<file path="src/rtl/audio_pkg.sv">
// Shared audio-path types: sample format, receiver window size and the
// streaming state shared by the FFT front-end blocks.
package audio_pkg;

    localparam int SAMPLE_W = 18;
    localparam int N_PTS    = 16;

    typedef logic signed [SAMPLE_W-1:0] sample_t;

    typedef enum logic {
        IDLE,
        STREAM
    } stream_state_t;

endpackage

</file>
<file path="src/rtl/fft_frame_streamer.sv">
// Snapshots the receiver's 16-sample window every HOP strobes and streams it
// oldest-first to the FFT over valid/ready, flagging frames that arrive too early.
module fft_frame_streamer #(
    parameter int DATA_W = audio_pkg::SAMPLE_W,
    parameter int N_PTS  = audio_pkg::N_PTS,
    parameter int HOP    = 16
) (
    input  logic                      clk,
    input  logic                      reset,
    input  logic                      new_t,
    input  logic [N_PTS*DATA_W-1:0]   win,
    output logic signed [DATA_W-1:0]  out_data,
    output logic                      out_valid,
    input  logic                      out_ready,
    output logic                      out_sop,
    output logic                      out_eop,
    output logic                      overflow
);
    import audio_pkg::*;

    localparam logic [15:0] HOP_LAST = 16'(HOP - 1);
    localparam logic [3:0]  IDX_LAST = 4'(N_PTS - 1);

    stream_state_t             r_state;
    logic [15:0]               r_hop_cnt;
    logic [3:0]                r_idx;
    logic signed [DATA_W-1:0]  r_snap [N_PTS];
    logic signed [DATA_W-1:0]  r_data;
    logic                      r_valid;
    logic                      r_sop;
    logic                      r_eop;
    logic                      r_overflow;

    logic                      w_trigger;
    logic                      w_handshake;
    logic                      w_last_beat;
    logic                      w_capture;
    logic                      w_drop;
    logic [3:0]                w_idx_next;
    logic signed [DATA_W-1:0]  w_next_data;
    logic signed [DATA_W-1:0]  w_oldest;

    assign w_trigger   = new_t && (r_hop_cnt == HOP_LAST);
    assign w_handshake = r_valid && out_ready;
    assign w_last_beat = w_handshake && (r_idx == IDX_LAST);
    // A new frame may start on the same edge that retires the previous eop.
    assign w_capture   = w_trigger && ((r_state == IDLE) || w_last_beat);
    assign w_drop      = w_trigger && !w_capture;
    assign w_idx_next  = r_idx + 4'd1;
    assign w_next_data = r_snap[IDX_LAST - w_idx_next];
    assign w_oldest    = win[(N_PTS-1)*DATA_W +: DATA_W];

    always_ff @(posedge clk) begin
        if (!reset) begin
            r_state    <= IDLE;
            r_hop_cnt  <= '0;
            r_idx      <= '0;
            r_data     <= '0;
            r_valid    <= 1'b0;
            r_sop      <= 1'b0;
            r_eop      <= 1'b0;
            r_overflow <= 1'b0;
        end else begin
            if (new_t) begin
                r_hop_cnt <= w_trigger ? 16'd0 : r_hop_cnt + 16'd1;
            end
            if (w_drop) begin
                r_overflow <= 1'b1;
            end
            if (w_capture) begin
                r_state <= STREAM;
                r_idx   <= '0;
                r_data  <= w_oldest;
                r_valid <= 1'b1;
                r_sop   <= 1'b1;
                r_eop   <= 1'b0;
            end else if (w_handshake) begin
                if (r_idx == IDX_LAST) begin
                    r_state <= IDLE;
                    r_valid <= 1'b0;
                    r_sop   <= 1'b0;
                    r_eop   <= 1'b0;
                end else begin
                    r_idx  <= w_idx_next;
                    r_data <= w_next_data;
                    r_sop  <= 1'b0;
                    r_eop  <= (w_idx_next == IDX_LAST);
                end
            end
        end
    end

    // Snapshot is pure data; it is only meaningful while a frame is streaming.
    always_ff @(posedge clk) begin
        if (w_capture) begin
            for (int k = 0; k < N_PTS; k++) begin
                r_snap[k] <= win[k*DATA_W +: DATA_W];
            end
        end
    end

    assign out_data  = r_data;
    assign out_valid = r_valid;
    assign out_sop   = r_sop;
    assign out_eop   = r_eop;
    assign overflow  = r_overflow;

endmodule

</file>
<file path="config.mk">
export PLATFORM = sky130hd
export DESIGN_NAME = fft_frame_streamer
export DESIGN_NICKNAME = d
export VERILOG_FILES = /design/src/rtl/audio_pkg.sv /design/src/rtl/fft_frame_streamer.sv
export SDC_FILE = /design/constraint.sdc
export NUM_CORES = 1
export LEC_CHECK = 0
export CORE_MARGIN = 4
export CORE_UTILIZATION = 50
export CTS_CLUSTER_DIAMETER = 30
export DETAILED_ROUTE_END_ITERATION = 6
export PLACE_DENSITY = 0.93
export SLEW_MARGIN = 20
export SYNTH_ARGS = -nofsm -noshare
export SYNTH_HDL_FRONTEND = slang
export SYNTH_SLANG_ARGS = --single-unit
export TNS_END_PERCENT = 100
</file>
<file path="constraint.sdc">
create_clock -name clk -period 10.6 [get_ports clk]
set_input_delay 1.06 -clock clk [delete_from_list [all_inputs] [get_ports clk]]
set_output_delay 1.06 -clock clk [all_outputs]
set_load 0.01 [all_outputs]
</file>
==> impl_results.md <==
- Clock transition at path regs: 0.05 ns
- Synthesized flop and latch total: 330
- Req. time, crit path: 10.82 ns
- Number of synthesized flops with an enable pin: 288
- Final worst path period share: 38.4%
- Family with the most delay on the worst path: buffers and inverters
- Kind of critical path: reg2reg
- DRC: 0
- Slew Viols, Final: 0
- Critical path arrival: 4.30 ns
- Min-delay src: out_eop
- Final Setup Violations: 0
- WP depth: 7
- Skew final: 0.0253 ns
- Critical Path Source: r_idx[0]
- I/O pin count: 314
- Synth Warn #: 0
- Crit-path cells: ha_1, and3_2, a21boi_2, or4b_1, inv_8, buf_4, buf_16
- First-pass GRT wire length: 53900 um
- Outcome: finished clean
- Initial antenna violation count: 3
- Number of global-route vias before repair: 9172
- Post-CTS Hold Buffers: 0
- GPL Wtd Cong: 0.839
- Final instance area: 18500 sq um
- 1st-pass router iterations: 5
- Hold Fails Final Rpt: 0
- Via count: 8692
- Netlist Area Pre-Place: 13000 sq um
- PD cells: 184 nW/um^2
- FILL cells: 1494
- Worst Tran Pin Value: 1.06 ns
- Via/cell ratio: 5.78
- Leakage: 7.14 nW
- R2R Path Start: r_idx[0]
- Row cnt: 58
- Routed wire length: 37600 um
- CTS sink cnt: 330
- Post-CTS Setup Inserts: 0
- End of the critical path: r_snap[6][1]
- Final ANT Viol Nets: 0
- GRT Resource Usage Total: 25.0%
- Avg Synthesized Cell Area: 16.5 sq um
- NumNets Final: 1419
- Share of cells above drive strength 1: 12.4%
- R2R setup slack: 6.53 ns
- Synth cell count leaders: 288 x edfxtp_1, 141 x mux2i_1, 70 x a22oi_1, 42 x dfxtp_1, 39 x a21oi_1
- Ys flop type: edfxtp_1
- Unrepaired setup endpoints after global routing: no
- Synth area leader: edfxtp_1
- Post-CTS resize count: 0
- Clock buffer count from CTS: 57
- Post-synth ARST share: 0%
- Core area: 25300 sq um
- MaxCap Viol Count: 0
- Count leader, synth: edfxtp_1
- Port bufs: 313
- Total power: 0.00340 W
- Fmax: 245 MHz
- Slew HR: 29.1%
- Die extent in y: 169 um
- FF/Latch Area: 9490 sq um
- Die Area: 28600 sq um
- Hold Crit Class: reg2reg
- Library cells used by synthesis: 42
- DR WL/cell: 25.0 um
- Largest net degree at the start of global routing: 105
- Post-synthesis cell count: 785
- Initial Utilization: 51.2%
- CTS tree: done
- Most area-consuming cells after synthesis: edfxtp_1 67%, mux2i_1 11%, dfxtp_1 6.5%, a22oi_1 4.0%, a21oi_1 1.5%
- Startpoint Class: flop
- Area after DPL: 16400 sq um
- Clk root buf: clkbuf_16
- CTS H-Tree Depth: 2
- Drt initial violations: 757
- Worst Path Max Fanout: 104
- Worst Path Buf+Inv: 3
- Crit end category: flop
- Syn_nets: 1080
- Area Growth Syn to Fin: 42.3%
- Crit path time final: 4.07 ns
- Grt total ovfl: 0
- Critical R2R Capture: r_snap[6][1]
- Final cell utilization of the core: 72.9%
- Seq/Total Area, Yosys: 73.1%
- Setup TNS: 0 ns
- Skew-Pair Late Insertion Delay: 0.56 ns
- Multi-input gate area: 3320 sq um
- R2R cell count: 7
- Maximum VDD drop: 0.171 mV
- Chip width: 169 um
- Synth top area share: 66.6%
- Slowest cell delay on critical path: 0.75 ns
- Slowest-stage cell, CP: or4b_1
- Post-DP HPWL: 25100 um
- CTS max path bufs: 3
-- cell type report --
| class | instances | area share [%] |
|---|---|---|
| sequential | 330 | 51.4 |
| multi-input combinational | 408 | 18.0 |
| timing repair buffer | 323 | 17.5 |
| clock buffer | 64 | 8.08 |
| clock inverter | 43 | 2.66 |
| tap | 330 | 2.24 |
| inverter | 4 | 0.122 |
| antenna | 3 | 0.0407 |
-- state kept, by name, indices dropped and copies added (netlist names) --
signal	flops
out_data	18
out_eop	1
out_sop	1
out_valid	1
overflow	1
r_hop_cnt	16
r_idx	4
r_snap	288
-- cell usage in the layout (no fill, tap or decap), types with 15 or more instances in the layout --
| cell | count |
|---|---|
| clkdlybuf4s50_1 | 313 |
| dfxtp_1 | 42 |
| clkbuf_16 | 57 |
| a22oi_1 | 70 |
| mux2i_1 | 141 |
| a21oi_1 | 39 |
| nor2_1 | 22 |
| or4_1 | 18 |
| edfxtp_1 | 288 |
| nand2_1 | 15 |
-- per-stage QoR --
step	setup WS (ns)	std cells	hold WS, ns
6_report	6.53	1505	0.455
5_1_grt	6.30	1505	0.486
4_1_cts	6.33	1501	0.457
3_5_place_dp	5.85	1394	0.454
3_3_place_gp	6.01	1394	0.442
2_1_floorplan	2.36	785	0.476
-- logic make-up (layout without fill, tap and decap cells) --
kind of cell | count (synthesis) | after routing | share of synthesized area [%]
simple gates | 107 | 107 | 4.76
buf+inv | 47 | 434 | 1.69
xor+xnor | 19 | 19 | 1.28
mux | 143 | 143 | 11.2
fa+ha+maj | 3 | 3 | 0.289
other cells | 0 | 3 | 0
compound gates | 136 | 136 | 7.65
flops | 330 | 330 | 73.1
-- how the worst min path moves through the flow --
stage	endpoint	slack, ns	depth (start not counted)
2_1_floorplan	out_eop	0.48	2
3_3_place_gp	out_eop	0.44	2
5_1_grt	out_eop	0.49	2
3_5_place_dp	out_eop	0.45	2
6_report	out_eop	0.45	2
4_1_cts	out_eop	0.46	2
-- where the power goes --
part           total, W  internal [W]  switching, W
sequential      0.00141       0.00141   0.000000724
combinational  0.000123     0.0000950     0.0000275
clock           0.00186       0.00120      0.000663
total           0.00340       0.00271      0.000691
-- worst min-delay path, stage by stage, from the launching register on --
cell,delay (ns)
dfxtp_1,0.31
nand2_1,0.05
a21oi_1,0.05
-- layer usage --
layer  global-route usage (%)  vias up  wire [um]
li1                         -     3842          -
met2                     44.0      474      19500
met4                     10.4        0       1480
met5                        0        -          0
met1                     29.8     4282      13600
met3                     5.67       94       3010
Note: power is estimated with default switching activity, not from simulation.
